<file path="src/rtl/sprite_pkg.sv">
// Shared constants and FSM state type for the sprite fetch scheduler.
package sprite_pkg;

  localparam int SPRITE_W = 41;
  localparam int SPRITE_H = 65;
  localparam int ADDR_W   = 12;
  localparam int IDX_W    = 4;

  typedef enum logic [1:0] {
    IDLE  = 2'd0,
    RD_P  = 2'd1,
    RD_N  = 2'd2,
    CAP_N = 2'd3
  } fetch_state_t;

endpackage

</file>
<file path="src/rtl/sprite_addr_calc.sv">
// Per-lane box test, horizontal mirror and ROM address for one sprite.
module sprite_addr_calc
  import sprite_pkg::*;
#(
  parameter int SPRITE_W = 41,
  parameter int SPRITE_H = 65
) (
  input  logic [9:0]        draw_x,
  input  logic [9:0]        draw_y,
  input  logic [9:0]        org_x,
  input  logic [9:0]        org_y,
  input  logic              flip,
  output logic              hit,
  output logic [ADDR_W-1:0] addr
);

  logic [10:0]       x_end;
  logic [10:0]       y_end;
  logic [9:0]        dx;
  logic [9:0]        dy;
  logic [ADDR_W-1:0] col;
  logic [ADDR_W-1:0] addr_full;

  // Box edges are formed in 11 bits so sprites near the right/bottom border never wrap.
  always_comb begin
    x_end     = {1'b0, org_x} + 11'(SPRITE_W);
    y_end     = {1'b0, org_y} + 11'(SPRITE_H);
    hit       = ({1'b0, draw_x} >= {1'b0, org_x}) && ({1'b0, draw_x} < x_end) &&
                ({1'b0, draw_y} >= {1'b0, org_y}) && ({1'b0, draw_y} < y_end);
    dx        = draw_x - org_x;
    dy        = draw_y - org_y;
    col       = flip ? (ADDR_W'(SPRITE_W - 1) - ADDR_W'(dx)) : ADDR_W'(dx);
    addr_full = (ADDR_W'(dy) * ADDR_W'(SPRITE_W)) + col;
    // A missed lane presents address 0 so the shared ROM sees a defined value.
    addr      = hit ? addr_full : '0;
  end

endmodule

</file>
<file path="src/rtl/sprite_fetch_sched.sv">
// Schedules two sprite ROM reads (player then NPC) per pixel request over a
// shared single-port ROM with a fixed four-cycle request-to-result latency.
module sprite_fetch_sched
  import sprite_pkg::*;
#(
  parameter int SPRITE_W = sprite_pkg::SPRITE_W,
  parameter int SPRITE_H = sprite_pkg::SPRITE_H
) (
  input  logic              Clk,
  input  logic              Reset,
  input  logic              pix_req,
  input  logic [9:0]        DrawX,
  input  logic [9:0]        DrawY,
  input  logic [9:0]        Player_X,
  input  logic [9:0]        Player_Y,
  input  logic [9:0]        NPC_X,
  input  logic [9:0]        NPC_Y,
  input  logic              player_flip,
  input  logic              npc_flip,
  output logic [ADDR_W-1:0] rom_addr,
  input  logic [IDX_W-1:0]  rom_data,
  output logic [IDX_W-1:0]  player_idx,
  output logic [IDX_W-1:0]  npc_idx,
  output logic              player_hit,
  output logic              npc_hit,
  output logic              pix_valid,
  output logic              busy
);

  fetch_state_t      state;
  fetch_state_t      next_state;
  logic              accept;
  logic              p_hit;
  logic              n_hit;
  logic [ADDR_W-1:0] p_addr;
  logic [ADDR_W-1:0] n_addr;
  logic [ADDR_W-1:0] npc_addr_p0;

  sprite_addr_calc #(.SPRITE_W(SPRITE_W), .SPRITE_H(SPRITE_H)) u_player (
    .draw_x (DrawX),
    .draw_y (DrawY),
    .org_x  (Player_X),
    .org_y  (Player_Y),
    .flip   (player_flip),
    .hit    (p_hit),
    .addr   (p_addr)
  );

  sprite_addr_calc #(.SPRITE_W(SPRITE_W), .SPRITE_H(SPRITE_H)) u_npc (
    .draw_x (DrawX),
    .draw_y (DrawY),
    .org_x  (NPC_X),
    .org_y  (NPC_Y),
    .flip   (npc_flip),
    .hit    (n_hit),
    .addr   (n_addr)
  );

  // State register.
  always_ff @(posedge Clk) begin
    if (Reset) state <= IDLE;
    else       state <= next_state;
  end

  // Next-state logic; requests arriving outside IDLE are dropped, not queued.
  always_comb begin
    next_state = state;
    accept     = 1'b0;
    case (state)
      IDLE: begin
        if (pix_req) begin
          accept     = 1'b1;
          next_state = RD_P;
        end
      end
      RD_P:    next_state = RD_N;
      RD_N:    next_state = CAP_N;
      CAP_N:   next_state = IDLE;
      default: next_state = IDLE;
    endcase
  end

  assign busy = (state != IDLE);

  // Stage p0: NPC address held from acceptance until its ROM slot in RD_P.
  always_ff @(posedge Clk) begin
    if (accept) npc_addr_p0 <= n_addr;
  end

  // Result registers: ROM address sequencing, hit flags, captured indices, valid pulse.
  always_ff @(posedge Clk) begin
    if (Reset) begin
      rom_addr   <= '0;
      player_hit <= 1'b0;
      npc_hit    <= 1'b0;
      player_idx <= '0;
      npc_idx    <= '0;
      pix_valid  <= 1'b0;
    end else begin
      pix_valid <= 1'b0;
      case (state)
        IDLE: begin
          if (accept) begin
            rom_addr   <= p_addr;
            player_hit <= p_hit;
            npc_hit    <= n_hit;
          end
        end
        RD_P: rom_addr <= npc_addr_p0;
        // Player data returns the cycle after the ROM sampled its address.
        RD_N: player_idx <= player_hit ? rom_data : '0;
        CAP_N: begin
          npc_idx   <= npc_hit ? rom_data : '0;
          pix_valid <= 1'b1;
        end
        default: ;
      endcase
    end
  end

endmodule
</file>
<file path="config.mk">
export PLATFORM = sky130hd
export DESIGN_NAME = sprite_fetch_sched
export DESIGN_NICKNAME = d
export VERILOG_FILES = /design/src/rtl/sprite_pkg.sv /design/src/rtl/sprite_addr_calc.sv /design/src/rtl/sprite_fetch_sched.sv
export SDC_FILE = /design/constraint.sdc
export NUM_CORES = 1
export LEC_CHECK = 0
export CORE_MARGIN = 2
export CORE_UTILIZATION = 58
export CTS_CLUSTER_DIAMETER = 150
export CTS_CLUSTER_SIZE = 40
export DETAILED_ROUTE_END_ITERATION = 10
export HOLD_SLACK_MARGIN = 0.12
export PLACE_DENSITY = 0.83
export SYNTH_ARGS = -nofsm -noshare
export SYNTH_HDL_FRONTEND = slang
export SYNTH_SLANG_ARGS = --single-unit
</file>
<file path="constraint.sdc">
create_clock -name Clk -period 7.47 [get_ports Clk]
set_input_delay 1.8675 -clock Clk [delete_from_list [all_inputs] [get_ports Clk]]
set_output_delay 1.8675 -clock Clk [all_outputs]
set_load 0.05 [all_outputs]
</file>
---- Yosys cells after proc, flatten, opt, wreduce, memory -nomap -nowiden ----
Cells that the tools add are included.
storage, ports and cells
  register bits ........................... 37
  output and inout port bits .............. 24
  word-level logic and storage cells ...... 58
operators by class
  $mul .................................... 2
  muxes and demuxes ....................... 12
  $lt $le $gt $ge ......................... 8
  reductions and logical operators ........ 11
  add/sub/neg operators ................... 12
  equality and inequality tests ........... 5
operators with widths
  cell                                                  count
  two-way mux 12 bit                                    4
  < comparator 10 x 11 -> 1 bit                         4
  greater-or-equal comparator 10 bit                    4
  subtractor 10 bit                                     4
  adder 12 bit                                          2
  multiplier 10 x 6 -> 12 bit (second input constant)   2
  case mux 12 bit (2 select lines)                      1
  adder 10 x 6 -> 11 bit (second input constant)        2
  adder 10 x 7 -> 11 bit (second input constant)        2
  subtractor 6 x 10 -> 11 bit (first input constant)    2
  two-way mux 4 bit                                     2
  case mux 2 bit (4 select lines)                       1
  logical AND 1 bit                                     6
  equality test 2 bit (second input constant)           2
  != test 2 bit (second input constant)                 2
  AND reduction 2 bit                                   2
  nonzero test 2 bit                                    2
  two-way mux 1 bit                                     3
  equality test 2 x 1 -> 1 bit (second input constant)  1
  zero test 2 bit                                       1
  two-way mux 2 bit                                     1

---- Depth between registers and ports, before layout ----
  word-level depth ........................ 8
  gate-level depth with buffers ........... 23
  depth with buffers taken out ............ 23

---- Cells and area by module ----
Synthesis repeated with hierarchy kept, for this count alone.
unflattened totals
  cell total of the unflattened synthesis .. 902
  area total of the unflattened synthesis .. 7517.2 µm²
by module, submodules not included
  module                       cells an instance  times used  area an instance (µm²)
  sprite_addr_calc (u_npc)     391                1           3007.9
  sprite_addr_calc (u_player)  382                1           2986.6
  sprite_fetch_sched           129                1           1522.7

---- Least setup slack after synthesis ----
Ideal clock, no wire load.
  path type ............................... input to register
  start point ............................. input NPC_Y[1]
  end point ............................... register npc_addr_p0[11] (data pin)
  data required time ...................... 7303 ps
  setup slack ............................. 951 ps
  stages on the path ...................... 22
  arrival ................................. 6352 ps
  cell sequence ........................... inv_1 ha_1 nor2b_1 o21ai_0 a21boi_0 o21ai_0 a21oi_1 o21a_1 o21a_1 or2_2 fa_1 inv_1 ha_1 inv_1 fa_1 inv_1 ha_1 a2111o_1 a41oi_1 xor2_1 or3_1 a211oi_1
on the way
  word-level cells in the longest chain between the ends .. 3
RTL lines
  element                                                    RTL line                                        source
  from (decl)                                                sprite_fetch_sched.sv:17                        input logic [9:0] NPC_Y,
  subtractor 10 bit, or another cell as far along            sprite_addr_calc.sv:31                          dy = draw_y - org_y;
  multiplier 10 x 6 -> 12 bit, or another cell as far along  sprite_addr_calc.sv:33                          addr_full = (ADDR_W'(dy) * ADDR_W'(SPRITE_W)) + col;
  adder 12 bit or logical AND 1 bit (tied branches)          sprite_addr_calc.sv:33, sprite_addr_calc.sv:29
  to (signal assigned)                                       sprite_fetch_sched.sv:87                        if (accept) npc_addr_p0 <= n_addr;
  to (decl)                                                  sprite_fetch_sched.sv:37                        logic [ADDR_W-1:0] npc_addr_p0;
Parallel ways exist; a longest one is shown, timed or not.
A chain may end at the register's enable or synchronous reset.

---- Final worst setup path ----
  start point ............................. input Player_Y[1]
  end point ............................... register rom_addr[11]
on the way
  word-level cells in the longest chain between the ends .. 6
RTL lines
  element                                                    RTL line                                        source
  from (decl)                                                sprite_fetch_sched.sv:15                        input logic [9:0] Player_Y,
  subtractor 10 bit, or another cell as far along            sprite_addr_calc.sv:31
  multiplier 10 x 6 -> 12 bit, or another cell as far along  sprite_addr_calc.sv:33
  adder 12 bit or logical AND 1 bit (tied branches)          sprite_addr_calc.sv:33, sprite_addr_calc.sv:29
  two-way mux 12 bit *                                       sprite_addr_calc.sv:35                          addr = hit ? addr_full : '0;
  two-way mux 12 bit *                                       sprite_fetch_sched.sv:103                       if (accept) begin
  case mux 12 bit (2 select lines) *                         sprite_fetch_sched.sv:101                       case (state)
  to (signal assigned)                                       sprite_fetch_sched.sv:104                       rom_addr <= p_addr;
  to (signal assigned)                                       sprite_fetch_sched.sv:109                       RD_P: rom_addr <= npc_addr_p0;
  to (decl)                                                  sprite_fetch_sched.sv:20                        output logic [ADDR_W-1:0] rom_addr,
Every way passes the cells marked *; elsewhere a longest branch is shown, timed or not. The select of a mux whose other input is x is not followed.

==> results.md <==
| Stage | Metric | This run |
|---|---|---|
| sta | Remaining max-slew budget at the tightest pin | 10.2% |
| sta | Hold Vio Cnt, Final | 0 |
| floorplan | Total core area | 12100 um^2 |
| synthesis | Synth area leader | sky130_fd_sc_hd__ha_1 |
| sta | Final critical path time including I/O delays and setup | 7.11 ns |
| critical path | Nature of the critical path startpoint | primary input |
| clock network | H-tree depth | 2 |
| global route | Initial antenna violation count | 0 |
| critical path | CP Class | primary input to flip-flop |
| clock network | Cts bufs inserted | 5 |
| critical path | Endpoint kind of the worst setup timing path | flip-flop |
| sta | Fmax | 141 MHz |
| synthesis | Count of distinct cell types in the synthesized netlist | 62 |
| placed design | Number of placed instances with taps included | 1132 |
| critical path | Highest net fanout along the worst path | 4 |
| synthesis | Adder-cell area share of the yosys netlist | 33.9% |
| layout | Most used cells in the layout excluding fill and tap cells | 154 x sky130_fd_sc_hd__ha_1, 139 x sky130_fd_sc_hd__inv_1, 92 x sky130_fd_sc_hd__clkdlybuf4s50_1 |
| sta | Total Negative Setup Slacks | 0 ns |
| synthesis | Area of the mapped netlist | 7230 um^2 |
| synthesis | Synthesis-stage register bit count | 37 |
| global route | GRT Residual Overflow | 0 |
| drt | DRC violation total after the first TritonRoute iteration | 372 |
| floorplan | Row count | 40 |
| global route | GRT Resource Usage Total | 26.7% |
| layout | Relative area change from synthesis to final layout | 17.7% |
| synthesis | Fraction of the yosys area taken by sequential cells | 11.9% |
| layout | Final cell count without fillers | 1140 |
| layout | Most frequent standard cell in the layout excluding fill and tap cells | sky130_fd_sc_hd__ha_1 |
| drt | Sum of routed wire length over all layers | 17300 um |
| drt | DRC Markers | 0 |
| clock network | Clock-pin slew on the worst setup and hold paths | 0.06 ns |
| synthesis | Largest cells by area after synthesis | sky130_fd_sc_hd__ha_1 27%, sky130_fd_sc_hd__xnor2_1 8.4%, sky130_fd_sc_hd__inv_1 7.2% |
| sta | Unrepaired setup endpoints after global routing | no |
| synthesis | Main combinational cell family by area after synthesis | adder cells |
| synthesis | Primary FF master, synth | sky130_fd_sc_hd__dfxtp_1 |
| synthesis | Multiplexer fraction of the synthesized cell area | 0% |
| floorplan | Initial Util | 59.7% |
| sta | Setup-violating endpoint count in the final report | 0 |
| global route | Wire length of the first global-routing pass | 29200 um |
| critical path | Arrival time at the worst endpoint | 7.29 ns |
| layout | Number of antenna cells inserted | 0 |
| sta | Largest clock skew in the final design | 0.00385 ns |
| drt | Antenna-violating nets left | 0 |
| synthesis | Synth async-reset ratio | 0% |
| clock network | Sinks on Clock Net | 37 |
| synthesis | Area fraction in compound gates after synthesis | 20.7% |
| sta | Slew at the pin with the worst max-slew slack | 1.35 ns |
| pwr | Power Dens Cells | 344 nW/um^2 |
| placed design | Port bufs | 92 |
| placed design | Placer's final routability congestion estimate | 0.896 |
| pwr | Leakage power | 3.97 nW |
| placed design | Area of placed instances | 8340 um^2 |
| sta | Tcrit/Tclk final | 95.2% |
| pwr | VDD IR-drop max | 0.000390 V |
| synthesis | Synth Area per Inst | 8.20 um^2 |
| global route | Via count of the first global-routing pass | 6370 |
| clock network | TritonCTS clock tree | done |
| min path | Path class of the lowest-slack min-delay path | flip-flop to flip-flop |
| drt | Total via count after detailed routing | 6518 |
| synthesis | XOR/XNOR share of the synthesized area | 11.2% |
| clock network | Count of hold buffers inserted by post-cts repair | 0 |
| clock network | Deepest clock path buffer count | 2 |
| clock network | Post-CTS setup repair buffer count | 0 |
| job | # Max-Cap Violations | 0 |
| synthesis | Cell count after synthesis | 881 |
| synthesis | Number of warnings reported in the yosys synthesis log | 0 |
| layout | Final design area excluding fillers | 8500 um^2 |
| synthesis | Top cell type's share of synthesized area | 26.7% |
| status | Result of the run | finished clean |
| floorplan | I/O pin total | 93 |
| clock network | Later-pin clock latency in the skew report | 0.28 ns |
| sta | Max Slew Vio Count | 0 |
| drt | Post-detailed-route via-to-cell ratio | 5.72 |
| floorplan | Vertical die dimension | 116 um |
| layout | Nets | 1220 |
| drt | Per-cell routed wire length | 15.1 um |
| synthesis | Synthesized netlist net count | 1130 |
| floorplan | Die X | 116 um |
| global route | Maximum number of pins on one net before global-route repair | 28 |
| placed design | DPL Wire Length | 14600 um |
| drt | First-pass iteration count of the detailed router | 5 |
| synthesis | Number of enable flip-flop cells after synthesis | 12 |
| synthesis | Area fraction in and, or, nand and nor cells after synthesis | 14.4% |
| critical path | Critical path required time | 7.64 ns |
| clock network | Root cell of the clock tree | sky130_fd_sc_hd__clkbuf_16 |
| floorplan | Total die area | 13400 um^2 |
| layout | Proportion of layout cells with a drive suffix above 1 | 2.47% |
==> cells in the mapped netlist, drive strengths merged (20+ instances only) <==
library cell,n
nor2,52
fa,26
dfxtp,25
a21oi,47
xor2,21
nand2,32
o21a,25
o21ai,29
xnor2,69
nand3,20
inv,139
nor3,31
ha,154
==> stage by stage <==
step	utilization, %	setup WS [ns]	hold slack (ns)	power [mW]
finish	70.2	0.355	0.467	2.92
global route	70.2	0.00425	0.486	3.26
CTS	70.2	0.285	0.471	2.93
detailed placement	68.9	0.0126	0.461	2.69
global placement	68.9	0.197	0.455	2.63
floorplan	-	0.951	0.527	2.18
==> power breakdown <==
group          switching (mW)  total, mW  internal (mW)
Clock                  0.0771      0.218          0.141
Sequential             0.0333      0.307          0.274
Combinational            1.35       2.40           1.05
Total                    1.46       2.92           1.46
==> final cells by class <==
| type | count | area [um^2] |
|---|---|---|
| clock buffers | 7 | 153 |
| clock inverters | 1 | 5.00 |
| fillers | 997 | 3610 |
| inverters | 139 | 522 |
| multi-input cells | 691 | 5800 |
| flip-flops and latches | 37 | 861 |
| well taps | 168 | 210 |
| repair buffers | 97 | 958 |
==> critical path, cell delays in order <==
cell and delay [ns]:
sky130_fd_sc_hd__clkdlybuf4s50_1 0.53, sky130_fd_sc_hd__inv_1 0.09, sky130_fd_sc_hd__ha_1 0.29, sky130_fd_sc_hd__nor2b_1 0.13, sky130_fd_sc_hd__o21ai_0 0.24, sky130_fd_sc_hd__a21boi_0 0.17, sky130_fd_sc_hd__o21ai_0 0.22, sky130_fd_sc_hd__a21boi_0 0.15
sky130_fd_sc_hd__o21a_1 0.22, sky130_fd_sc_hd__o21a_1 0.20, sky130_fd_sc_hd__or2_2 0.31, sky130_fd_sc_hd__fa_1 0.55, sky130_fd_sc_hd__inv_1 0.05, sky130_fd_sc_hd__ha_1 0.27, sky130_fd_sc_hd__inv_1 0.05, sky130_fd_sc_hd__fa_1 0.53
sky130_fd_sc_hd__inv_1 0.04, sky130_fd_sc_hd__ha_1 0.33, sky130_fd_sc_hd__nor3_1 0.06, sky130_fd_sc_hd__a211oi_1 0.31, sky130_fd_sc_hd__a31oi_1 0.17, sky130_fd_sc_hd__xnor3_1 0.35, sky130_fd_sc_hd__a21o_1 0.16
==> sequential cells by signal, indices dropped and copies added (netlist names) <==
name / flops
state: 2
npc_idx: 4
player_idx: 4
npc_hit: 1
npc_addr_p0: 12
player_hit: 1
rom_addr: 12
pix_valid: 1
==> final timing paths <==
path              depth (start not counted)               startpoint  slack (ns)                         to
setup / recovery                         23              Player_Y[1]        0.36  rom_addr[11]$_SDFFE_PP0P_
hold / removal                            2  npc_idx[3]$_SDFFE_PP0P_        0.47    npc_idx[3]$_SDFFE_PP0P_
hold reg to reg                           2  npc_idx[3]$_SDFFE_PP0P_        0.47    npc_idx[3]$_SDFFE_PP0P_
setup reg to reg                          8    state[1]$_SDFFE_PP0P_        5.04  rom_addr[10]$_SDFFE_PP0P_
==> kinds of logic (layout without fill, tap and decap cells) <==
| logic type | after synthesis | in the layout |
|---|---|---|
| flip-flops | 37 | 37 |
| adder cells (fa/ha/maj) | 180 | 180 |
| buffers and inverters | 153 | 244 |
| XOR/XNOR | 91 | 91 |
| AO/OA/AOI/OAI | 215 | 215 |
| AND/OR/NAND/NOR | 205 | 205 |
==> layer usage <==
metal,vias to the layer above,track usage [%],part of all wire (%)
met1,3063,36.1,48
li1,3291,-,-
met4,0,7.78,2.3
met2,137,45.6,47
met3,27,2.46,2.6
met5,-,0,0
==> timing repair <==
action,in CTS,in global routing
setup endpoints to repair,0,1
hold endpoints to repair,0,0
gates resized for setup,0,4
(Power assumes the default switching activity.)
